**src/rtl/braille_cell_driver.sv**
```systemverilog
// braille_cell_driver: buffers 6-bit braille cells from the translator in a
// FIFO and plays them out on the actuator pins. Each cell is held for
// HOLD_CYCLES cycles, then all pins drop for GAP_CYCLES cycles. pin_strobe
// pulses on the first cycle a new cell is driven.
//
// Optional build macro: BRAILLE_SPACE_COLLAPSE_EN -- when defined, runs of
// consecutive space cells (000000) are collapsed to a single space in the FIFO.
module braille_cell_driver #(
  parameter int DEPTH       = 8,
  parameter int HOLD_CYCLES = 4,
  parameter int GAP_CYCLES  = 1
) (
  input  logic                     clk,
  input  logic                     rst_n,
  input  logic                     in_valid,
  input  logic [5:0]               in_cell,
  output logic                     in_ready,
  input  logic                     clear,
  output logic [5:0]               pins,
  output logic                     pin_strobe,
  output logic                     busy,
  output logic [$clog2(DEPTH):0]   fifo_count
);

  localparam int PTR_W = $clog2(DEPTH);
  localparam int MAX_C = (HOLD_CYCLES > GAP_CYCLES) ? HOLD_CYCLES : GAP_CYCLES;
  // Counter only ever holds 0 .. MAX_C-1.
  localparam int CNT_W = (MAX_C > 1) ? $clog2(MAX_C) : 1;

  localparam logic [CNT_W-1:0] HOLD_LAST = CNT_W'(HOLD_CYCLES - 1);
  localparam logic [CNT_W-1:0] GAP_LAST  = CNT_W'((GAP_CYCLES > 0) ? GAP_CYCLES - 1 : 0);
  localparam logic [PTR_W:0]   FULL      = (PTR_W + 1)'(DEPTH);
  localparam logic [PTR_W:0]   CNT_ONE   = (PTR_W + 1)'(1);
  localparam logic [PTR_W-1:0] PTR_ONE   = PTR_W'(1);
  localparam logic [CNT_W-1:0] TMR_ONE   = CNT_W'(1);

  typedef enum logic [1:0] {
    IDLE,
    HOLD,
    GAP
  } state_t;

  logic [5:0]       mem [DEPTH];
  logic [PTR_W-1:0] wptr;
  logic [PTR_W-1:0] rptr;
  logic             push;
  logic             wr_en;
  logic             pop;
  logic             fifo_empty;

  state_t           state;
  state_t           state_d;
  logic [CNT_W-1:0] cnt;
  logic [CNT_W-1:0] cnt_d;
  logic [5:0]       pins_d;
  logic             strobe_d;
  logic             advance;

  // A full FIFO stalls the translator even if a pop happens this cycle.
  assign in_ready   = (fifo_count < FULL) && !clear;
  assign push       = in_valid && in_ready;
  assign fifo_empty = (fifo_count == '0);
  assign busy       = (state != IDLE) || !fifo_empty;

`ifdef BRAILLE_SPACE_COLLAPSE_EN
  logic last_space;

  // A space is still handshaken, but dropped if the previous accepted cell was a space.
  assign wr_en = push && !((in_cell == 6'b000000) && last_space);

  // Track whether the most recently accepted cell was a space.
  always_ff @(posedge clk or negedge rst_n) begin
    // NOTE: sequential state uses non-blocking (<=) so every flop samples pre-edge values.
    if (!rst_n)     last_space <= 1'b0;
    else if (clear) last_space <= 1'b0;
    else if (push)  last_space <= (in_cell == 6'b000000);
  end
`else
  assign wr_en = push;
`endif

  // Cell storage write port.
  always_ff @(posedge clk) begin
    // NOTE: the storage array has no reset; occupancy and pointers decide what is valid.
    if (wr_en) mem[wptr] <= in_cell;
  end

  // FIFO pointers and occupancy; clear wins over any push or pop.
  always_ff @(posedge clk or negedge rst_n) begin
    if (!rst_n) begin
      wptr       <= '0;
      rptr       <= '0;
      fifo_count <= '0;
    end else if (clear) begin
      wptr       <= '0;
      rptr       <= '0;
      fifo_count <= '0;
    end else begin
      if (wr_en) wptr <= wptr + PTR_ONE;
      if (pop)   rptr <= rptr + PTR_ONE;
      if (wr_en && !pop)      fifo_count <= fifo_count + CNT_ONE;
      else if (pop && !wr_en) fifo_count <= fifo_count - CNT_ONE;
    end
  end

  // Next-state and registered-output logic for the playback FSM.
  always_comb begin
    // NOTE: every signal gets a default first so no path can infer a latch.
    state_d  = state;
    cnt_d    = cnt;
    pins_d   = pins;
    strobe_d = 1'b0;
    pop      = 1'b0;
    advance  = 1'b0;

    if (clear) begin
      state_d = IDLE;
      cnt_d   = '0;
      pins_d  = '0;
    end else begin
      unique case (state)
        IDLE: begin
          pins_d  = '0;
          advance = 1'b1;
        end
        HOLD: begin
          if (cnt == HOLD_LAST) begin
            cnt_d = '0;
            if (GAP_CYCLES > 0) begin
              state_d = GAP;
              pins_d  = '0;
            end else begin
              advance = 1'b1;
            end
          end else begin
            cnt_d = cnt + TMR_ONE;
          end
        end
        GAP: begin
          if (cnt == GAP_LAST) begin
            cnt_d   = '0;
            advance = 1'b1;
          end else begin
            cnt_d = cnt + TMR_ONE;
          end
        end
        default: state_d = IDLE;
      endcase

      // End of a cell period (or idle): start the next cell if one is buffered.
      if (advance) begin
        if (!fifo_empty) begin
          pop      = 1'b1;
          pins_d   = mem[rptr];
          strobe_d = 1'b1;
          cnt_d    = '0;
          state_d  = HOLD;
        end else begin
          pins_d  = '0;
          state_d = IDLE;
        end
      end
    end
  end

  // FSM state, cycle counter and registered pin outputs.
  always_ff @(posedge clk or negedge rst_n) begin
    if (!rst_n) begin
      state      <= IDLE;
      cnt        <= '0;
      pins       <= '0;
      pin_strobe <= 1'b0;
    end else begin
      state      <= state_d;
      cnt        <= cnt_d;
      pins       <= pins_d;
      pin_strobe <= strobe_d;
    end
  end

endmodule

```
**config.mk**
```make
export PLATFORM = sky130hd
export DESIGN_NAME = braille_cell_driver
export DESIGN_NICKNAME = d
export VERILOG_FILES = /design/src/rtl/braille_cell_driver.sv
export SDC_FILE = /design/constraint.sdc
export NUM_CORES = 1
export LEC_CHECK = 0
export CORE_MARGIN = 2
export CORE_UTILIZATION = 36
export CTS_BUF_LIST = sky130_fd_sc_hd__clkbuf_16
export DETAILED_ROUTE_END_ITERATION = 8
export PLACE_DENSITY = 0.62
export SETUP_SLACK_MARGIN = 0.5
export SLEW_MARGIN = 20
export SYNTH_ARGS = -nofsm -noshare
export SYNTH_HDL_FRONTEND = slang
export SYNTH_SLANG_ARGS = --single-unit
export TNS_END_PERCENT = 10
```
**constraint.sdc**
```tcl
create_clock -name clk -period 2.6 [get_ports clk]
set_input_delay 0.39 -clock clk [delete_from_list [all_inputs] [get_ports clk]]
set_output_delay 0.39 -clock clk [all_outputs]
set_load 0.1 [all_outputs]
```
=== Yosys cells after proc, flatten, opt, wreduce, memory -nomap -nowiden ===
Memories as Yosys holds them, arrays and structs flattened.
Index checks and enable logic that the tools add are counted.

* Word-level logic and storage cells: 70
* Bits in latches: 0
* Memory bits (read-only): 0
* Flip-flop bits (word level): 21
* Input port bits: 10
* Memories: 1
* RAM bits: 48

{| class="wikitable"
|+ Memory list
! memory !! words !! bits a word !! rd ports !! clocked after memory_dff !! wr ports !! line !! source
|-
| mem || 8 || 6 || 1 || 0 || 1 || 43 || <nowiki>logic [5:0] mem [DEPTH];</nowiki>
|}

* Equality and inequality tests: 5
* Mux-type cells: 31
* $add $sub $neg: 5
* Shifts and indexed selects: 0
* Reduce and logical (&&, ||, !) cells: 20
* $lt $le $gt $ge: 1
* Multipliers: 0
* Bitwise logic cells: 0
* Div/mod/pow operators: 0

{| class="wikitable"
|+ Operators by type and width
! cell !! number
|-
| $mux 6 || 4
|-
| $mux 2 || 8
|-
| $mux 3 || 4
|-
| $mux 4 || 3
|-
| $pmux 6 s2 || 1
|-
| $mux 1 || 8
|-
| $pmux 2 s2 || 2
|-
| $add 3x1->3 const B || 2
|-
| $reduce_bool 2->1 || 3
|-
| $add 4x1->4 const B || 1
|-
| $eq 2x2->1 const B || 2
|-
| $logic_and 1x1->1 || 4
|-
| $logic_not 1->1 || 4
|-
| $logic_not 2->1 || 2
|-
| $logic_not 4->1 || 1
|-
| $lt 4x4->1 const B || 1
|-
| $ne 4x4->1 const B || 1
|-
| $reduce_and 2->1 || 2
|-
| $reduce_bool 4->1 || 1
|-
| $sub 4x1->4 const B || 1
|-
| $ne 3x1->1 const B || 1
|-
| $reduce_bool 3->1 || 1
|-
| $add 2x1->2 const B || 1
|-
| $eq 2x1->1 const B || 1
|-
| 3 further kinds || 3
|}

=== Logic depth before layout (Yosys ltp) ===
Gate-level depths: netlist of the first run.

* Depth in word-level cells: 10
* Depth in mapped cells: 9

=== Worst setup path before layout of the first run ===
Ideal clock, no wire load.

* Path type: register -> output
* Start: register fifo_count[3]
* End: output in_ready
* Slack: -0.117 ns
* Arrival time: 2.327 ns
* Buffers on the path: 1
* Required time: 2.210 ns
* Cell stages (with the launch flop): 3
* Path through: dfrtp_1 > buf_2 > nor2_1

* Word-level cells in the longest chain between the ends: 2

{| class="wikitable"
|+ RTL lines
! what !! line !! source
|-
| from (decl) || 22 || <nowiki>output logic [$clog2(DEPTH):0] fifo_count</nowiki>
|-
| from (signal assigned) || 101 || <nowiki>if (wr_en && !pop) fifo_count <= fifo_count + CNT_ONE;</nowiki>
|-
| from (signal assigned) || 102 || <nowiki>else if (pop && !wr_en) fifo_count <= fifo_count - CNT_ONE;</nowiki>
|-
| $lt 4x4->1 || 60 || <nowiki>assign in_ready = (fifo_count < FULL) && !clear;</nowiki>
|-
| $logic_and 1x1->1 || 60 ||
|-
| to (decl) || 17 || <nowiki>output logic in_ready,</nowiki>
|}

No other way between the ends.

=== Worst setup path after layout of the first run ===
* Start: input in_valid
* End: register fifo_count[3]

* Word-level cells in the longest chain between the ends: 4
* Elaborated cells between the ends (all ways): 7
* Those cells by class: mux (2); reduce/logical (5)

{| class="wikitable"
|+ RTL lines
! what !! line !! source
|-
| from (decl) || 15 || <nowiki>input logic in_valid,</nowiki>
|-
| $logic_and 1x1->1 (*) || 61 || <nowiki>assign push = in_valid && in_ready;</nowiki>
|-
| $logic_and 1x1->1 / $logic_not 1->1 (equally long branches) || 101, 102 ||
|-
| $mux 4 / $logic_and 1x1->1 (equally long branches) || 101, 102 ||
|-
| $mux 4 / $reduce_bool 3->1 (equally long branches) || - ||
|}

Every way passes the cells marked *; elsewhere a longest branch is shown, timed or not.
A chain may end at the register's enable or synchronous reset.

==> reports/qor.csv, run 1 <==
metric,value,unit
status,"complete, no violations",
clk_path_buf_depth,2,
slew_violations,0,
antenna_found_initial,0,
cts_tree,done,
reg2regPathDepth,7,
power.density,1110,nW/um2
totalNegativeSetupSlack,0,ns
hold_class,in -> async,
fin_crit_sh,79.6,%
overflow,0,
fmax,483,MHz
synth.cell_area,3070,um2
fill_cells,714,
synth.most_common_cell,edfxtp_1,
die-area,9290,um2
skew,0.00569,ns
drc,0,
syn_area_per_cell,15.6,um2
postRouteAntennaNets,0,
grt_pass1_vias,1774,
synthCells,197,
cts-hold-fix-buffers,0,
placed_area,3510,um2
die-width,96.4,um
numCtsBuffers,9,
setup-violations-final,0,
grt_max_degree,22,
core,8260,um2
rows,33,
maxCapViolCount,0,
r2r_setup_slack,0.56,ns
finalWirelength,5.50,mm
ios,23,
first_iter_violations,95,
routed_via_density,4.94,
final_area,3880,um2
synthDominantCellAreaShare,46.9,%
drive_above_1_share,29.3,%
peakVddDrop,0.425,mV
leakage,1.45,nW
ys.flop_type,edfxtp_1,
insertion_delay,0.32,ns
io_buffers,22,
clock-root-buffer,clkbuf_16,
htree_levels,3,
synth_top_area_cell,edfxtp_1,
stdcell_count,351,
initial_core_util,37.2,%
start_kind,input port,
layout.nets,263,
synth.net_count,219,
syn2layout_area_growth,26.1,%
grt_use_total,12.9,%
synth_seq_cells,69,
ys_types,40,
required,2.84,ns
vias,1735,
synthTopCellsByArea,"edfxtp_1 47%, dfrtp_1 17%, mux4_1 7.7%",
period_minus_slack,2.07,ns
diodes,0,
clkSinkCount,69,
hold_viol_final,0,
gp_congestion,0.742,
synth_common_cells,"48 x edfxtp_1, 21 x dfrtp_1, 19 x nor2_1",
wl_per_cell,15.7,um
end_kind,flop,
die_y,96.4,um
ys_async_sr_fraction,30.4,%
synth_edf_count,48,
ys_seq_area_share,64.0,%
timing.final.ws_setup,0.531,ns
timing.rr.end,fifo_count[3],
max_slew_margin,65.4,%
crit_path_max_fanout,5,
dr.pass1.iters,4,
dp_cells,331,
clk_pin_slew,0.06,ns
critical_path_class,in -> reg,
yosysWarnings,0,
detailed_place_hpwl,3.78,mm
cp.arrival,2.31,ns
grt_pass1_wl,8.85,mm
utilization,47.0,%
worst_pin_slew,0.518,ns
post-place-ws,0.227,ns
r2r_start,fifo_count[1],
rsz0062_at_grt,yes,
-- report_power, final --
part / total (mW) / internal [mW] / switching, mW
registers: 1.44 / 1.31 / 0.131
clock network: 1.20 / 0.746 / 0.452
logic: 1.65 / 0.569 / 1.08
total: 4.29 / 2.63 / 1.66
-- repair_timing --
item / CTS / global route
pin swaps: 1 / 1
setup endpoints to repair: 3 / 9
resized for setup: 5 / 3
cloned: 0 / 0
buffers inserted: 4 / 0
-- sequential cells by signal (all words and copies together), names as in the netlist --
name,flops
pins,6
fifo_count,4
mem,48
pin_strobe,1
state,2
cnt,2
rptr,3
wptr,3
-- kinds of logic after synthesis --
group,share of synthesized area [%]
multiplexers,12.8
flip-flops,64.0
adder cells (fa/ha/maj),5.13
XOR/XNOR,1.42
AND/OR/NAND/NOR,8.91
AO/OA/AOI/OAI,5.62
buffers and inverters,2.12
-- worst max path at each step --
| stage | from | end |
|---|---|---|
| 5_1_grt | in_valid | fifo_count[3] |
| 6_report | in_valid | fifo_count[3] |
| 2_1_floorplan | fifo_count[3] | fifo_count[3] |
| 3_3_place_gp | in_valid | fifo_count[3] |
| 3_5_place_dp | in_valid | fifo_count[3] |
| 4_1_cts | fifo_count[3] | fifo_count[3] |
-- routing by layer --
layer  global-route usage [%]  share of wire, %  vias to the layer above
met3                     2.40               2.3                        7
met4                     6.57               1.6                        0
li1                         -                 -                      847
met5                        0                 0                        -
met1                     16.8                46                      861
met2                     20.8                50                       20
-- critical path, stage by stage --
cell and delay (ns):
clkdlybuf4s50_1 0.54, nor3b_4 0.28, o21ai_4 0.12, ha_4 0.24, a21oi_1 0.12, nand2_1 0.10
or4_1 0.40, a31oi_1 0.13
-- area by class of cell --
type | instances | area, um2 | area share, %
Sequential cell | 69 | 1970 | 50.9
Multi-Input combinational cell | 115 | 1120 | 28.8
Timing Repair Buffer | 39 | 328 | 8.45
Clock buffer | 9 | 225 | 5.81
Tap cell | 105 | 131 | 3.39
Clock inverter | 7 | 73.8 | 1.90
Inverter | 7 | 26.3 | 0.678
-- per-stage QoR --
| stage | hold WS [ns] | power, mW |
|---|---|---|
| final | 0.421 | 4.29 |
| after global placement | 0.502 | 3.04 |
| after global routing | 0.450 | 4.50 |
| after CTS | 0.424 | 4.32 |
| after detailed placement | 0.504 | 3.06 |
| after floorplan | 0.0944 | 2.72 |
-- cell usage in the layout (no fill, tap or decap), drive strengths merged, types with 2 or more instances in the layout --
master,n
xnor2,2
nand3,3
clkinv,3
clkdlybuf4s50,9
or4,2
mux4,12
mux2,8
a21oi,6
ha,11
buf,30
nor2,19
dfrtp,21
nor2b,4
nand2b,5
o21ai,4
nor3,4
inv,9
edfxtp,48
clkbuf,9
xor2,3
a22o,6
nor3b,2
nand2,11
Power figures use the tool's default switching activity.
==> run 2: changes to the inputs <==
--- a/config.mk
+++ b/config.mk
@@ -9,7 +9,7 @@
 export CORE_UTILIZATION = 36
 export CTS_BUF_LIST = sky130_fd_sc_hd__clkbuf_16
 export DETAILED_ROUTE_END_ITERATION = 8
-export PLACE_DENSITY = 0.62
+export PLACE_DENSITY = 0.64
 export SETUP_SLACK_MARGIN = 0.5
 export SLEW_MARGIN = 20
 export SYNTH_ARGS = -nofsm -noshare
==> constraint.sdc (replaced) <==
create_clock -name clk -period 1.87 [get_ports clk]
set_input_delay 0.2805 -clock clk [delete_from_list [all_inputs] [get_ports clk]]
set_output_delay 0.2805 -clock clk [all_outputs]
set_load 0.1 [all_outputs]
==> run 2 against run 1 <==
Compared with the run above:
- the run now ends with negative setup slack left
- routed wire length up 16%
- critical path type is now reg -> reg
- first-iteration DRC count decreased by 19%
- cell count is 8.5% higher
- highest routed layer unchanged
- clock-buffer cell count is the same
- sequential share of layout area fell by 6.0 points
- power up 60%
- die area did not move
- core utilization rose by 6.3 points
- register-to-register slack got worse by 0.77 ns
- clock skew hardly changed
- worst setup slack got worse by 0.74 ns
==> reports/qor.csv, run 2 (synthesis gave the netlist of run 1 again) <==
metric,value,unit,change
gp_congestion,0.782,,was 0.742
finalWirelength,6.36,mm,was 5.50 mm
cts-hold-fix-buffers,0,,unchanged
end_kind,flop,,unchanged
syn2layout_area_growth,43.1,%,was 26.1%
overflow,0,,unchanged
fill_cells,661,,was 714
post-place-ws,-0.310,ns,was 0.227 ns
critical_path.top_delay_family,compound AO/OA/AOI/OAI gates,,was simple AND/OR/NAND/NOR gates
drive_above_1_share,45.7,%,was 29.3%
grt_max_degree,22,,unchanged
htree_levels,3,,unchanged
critical_path_class,reg -> reg,,was in -> reg
required,2.11,ns,was 2.84 ns
routed_via_density,4.91,,was 4.94
cp.arrival,2.32,ns,was 2.31 ns
rsz0062_at_grt,yes,,unchanged
totalNegativeSetupSlack,-0.417,ns,was 0 ns
drc,0,,unchanged
worst_pin_slew,0.474,ns,was 0.518 ns
cp_num_cells,9,,was 8
clock-root-buffer,clkbuf_16,,unchanged
max_slew_margin,67.6,%,was 65.4%
first_iter_violations,77,,was 95
final_common_cell,edfxtp_1,,unchanged
layout.nets,293,,was 263
status,"complete, but fails checks",,"was complete, no violations"
clk_path_buf_depth,2,,unchanged
skew,0.00533,ns,was 0.00569 ns
multiInputGateArea,1260,um2,was 1120 um2
largest_register_ffs,48,,unchanged
cp_num_buf_inv,1,,unchanged
r2r_setup_slack,-0.21,ns,was 0.56 ns
hold_viol_final,0,,unchanged
largest-register,mem,,unchanged
cts_tree,done,,unchanged
reg_top3,"mem x48, pins x6, fifo_count x4",,unchanged
peakVddDrop,0.531,mV,was 0.425 mV
crit_chain,inv_2 > ha_4 > a21oi_4 > o21ai_4 > ha_4 > a21oi_2 > nand2_1 > or4_1 > a31oi_1,,was clkdlybuf4s50_1 > nor3b_4 > o21ai_4 > ha_4 > a21oi_1 > nand2_1 > or4_1 > a31oi_1
timing.final.ws_setup,-0.207,ns,was 0.531 ns
crit_path_max_fanout,5,,unchanged
clkSinkCount,69,,unchanged
critPathMaxStageDelay,0.40,ns,was 0.54 ns
fin_crit_sh,111,%,
fin_hold_ws,0.302,ns,was 0.421 ns
grt_use_total,14.6,%,was 12.9%
period_minus_slack,2.08,ns,
setup-violations-final,4,,was 0
dr.pass1.iters,4,,unchanged
leakage,1.66,nW,was 1.45 nW
insertion_delay,0.33,ns,was 0.32 ns
power.density,1560,nW/um2,was 1110 nW/um2
start_kind,flop,,was input port
ios,23,,unchanged
reg2regPathDepth,9,,was 7
fmax,481,MHz,
diodes,0,,unchanged
violations,negative setup slack,,
layout.area.seq,1970,um2,unchanged
initial_core_util,37.2,%,unchanged
hold_class,in -> async,,unchanged
slew_violations,0,,unchanged
rows,33,,unchanged
detailed_place_hpwl,3.89,mm,was 3.78 mm
core,8260,um2,unchanged
die-width,96.4,um,unchanged
vias,1869,,was 1735
finalPower,6.87,mW,was 4.29 mW
clk_pin_slew,0.06,ns,about the same
wl_per_cell,16.7,um,was 15.7 um
layout_common_cells,"48 x edfxtp_1, 43 x buf_4, 17 x nor2_1, 17 x dfrtp_1",,"was 48 x edfxtp_1, 29 x buf_4, 18 x nor2_1, 17 x dfrtp_1, 11 x nand2_1"
die-area,9290,um2,unchanged
antenna_found_initial,0,,unchanged
io_buffers,22,,unchanged
grt_pass1_wl,9.84,mm,was 8.85 mm
numCtsBuffers,9,,unchanged
maxCapViolCount,0,,unchanged
crit_top_cell,ha_4,,
crit_slowest_cell,or4_1,,was clkdlybuf4s50_1
grt_pass1_vias,1886,,was 1774
postRouteAntennaNets,0,,unchanged
die_y,96.4,um,unchanged
==> run 2: cell types whose count changed in the layout (fill, tap and decap cells not counted), sizes merged <==
cell / previous run / this run
inv: 9 / 8
bufinv: 1 / 2
buf: 30 / 60
==> run 2: area by class of cell <==
cell class	instances	area share, %
multi-input cells	115	28.6
well taps	105	2.99
flip-flops and latches	69	44.9
inverters	7	0.597
repair buffers	69	15.5
clock inverters	7	2.25
clock buffers	9	5.12
==> run 2: timing repair <==
action,CTS,global route
gates resized for setup,33,17
endpoints found under the setup margin,71,72
buffers inserted,4,5
pin swaps,16,15
==> run 2: final timing paths <==
path	startpoint	end
max	state[0]	fifo_count[3]
min	rst_n	fifo_count[1]
max reg2reg	state[0]	fifo_count[3]
min reg2reg	pins[0]	pins[0]
max in group asynchronous	rst_n	fifo_count[3]
min in group clk	pins[0]	pins[0]
==> run 2: worst reg2reg max path: stages, from the launching register on <==
cell and delay (ns):
dfrtp_1 0.39, inv_2 0.12, ha_4 0.16, a21oi_4 0.07
o21ai_4 0.25, ha_4 0.25, a21oi_2 0.12, nand2_1 0.08
or4_1 0.40, a31oi_1 0.14
==> run 2: through the flow <==
stage | utilization, % | cell area (um2) | instances
floorplan | - | 3130 | 197
CTS | 51.8 | 4280 | 376
global placement | 46.1 | 3800 | 356
global route | 53.3 | 4400 | 381
detailed placement | 46.1 | 3800 | 356
finish | 53.3 | 4400 | 381
==> run 2: power by group <==
group / internal (mW) / switching (mW) / total (mW)
sequential: 1.83 / 0.162 / 1.99
clock: 1.17 / 0.650 / 1.82
combinational: 1.31 / 1.75 / 3.06
total: 4.31 / 2.56 / 6.87
==> run 2: layer usage <==
layer / share of wire [%] / GRT usage (%) / routed length [um]
met3: 2.8 / 4.11 / 175
met1: 47 / 19.8 / 2980
met2: 49 / 21.9 / 3130
met4: 1.2 / 6.69 / 77
met5: 0 / 0 / 0
==> run 3: changes to the inputs <==
--- a/config.mk
+++ b/config.mk
@@ -9,6 +9,7 @@
 export CORE_UTILIZATION = 36
 export CTS_BUF_LIST = sky130_fd_sc_hd__clkbuf_16
 export DETAILED_ROUTE_END_ITERATION = 8
+export GPL_ROUTABILITY_DRIVEN = 1
 export PLACE_DENSITY = 0.64
 export SETUP_SLACK_MARGIN = 0.5
 export SLEW_MARGIN = 20
==> results of run 3 <==
No change in the layout: final DEF, timing and power equal those of run 2.
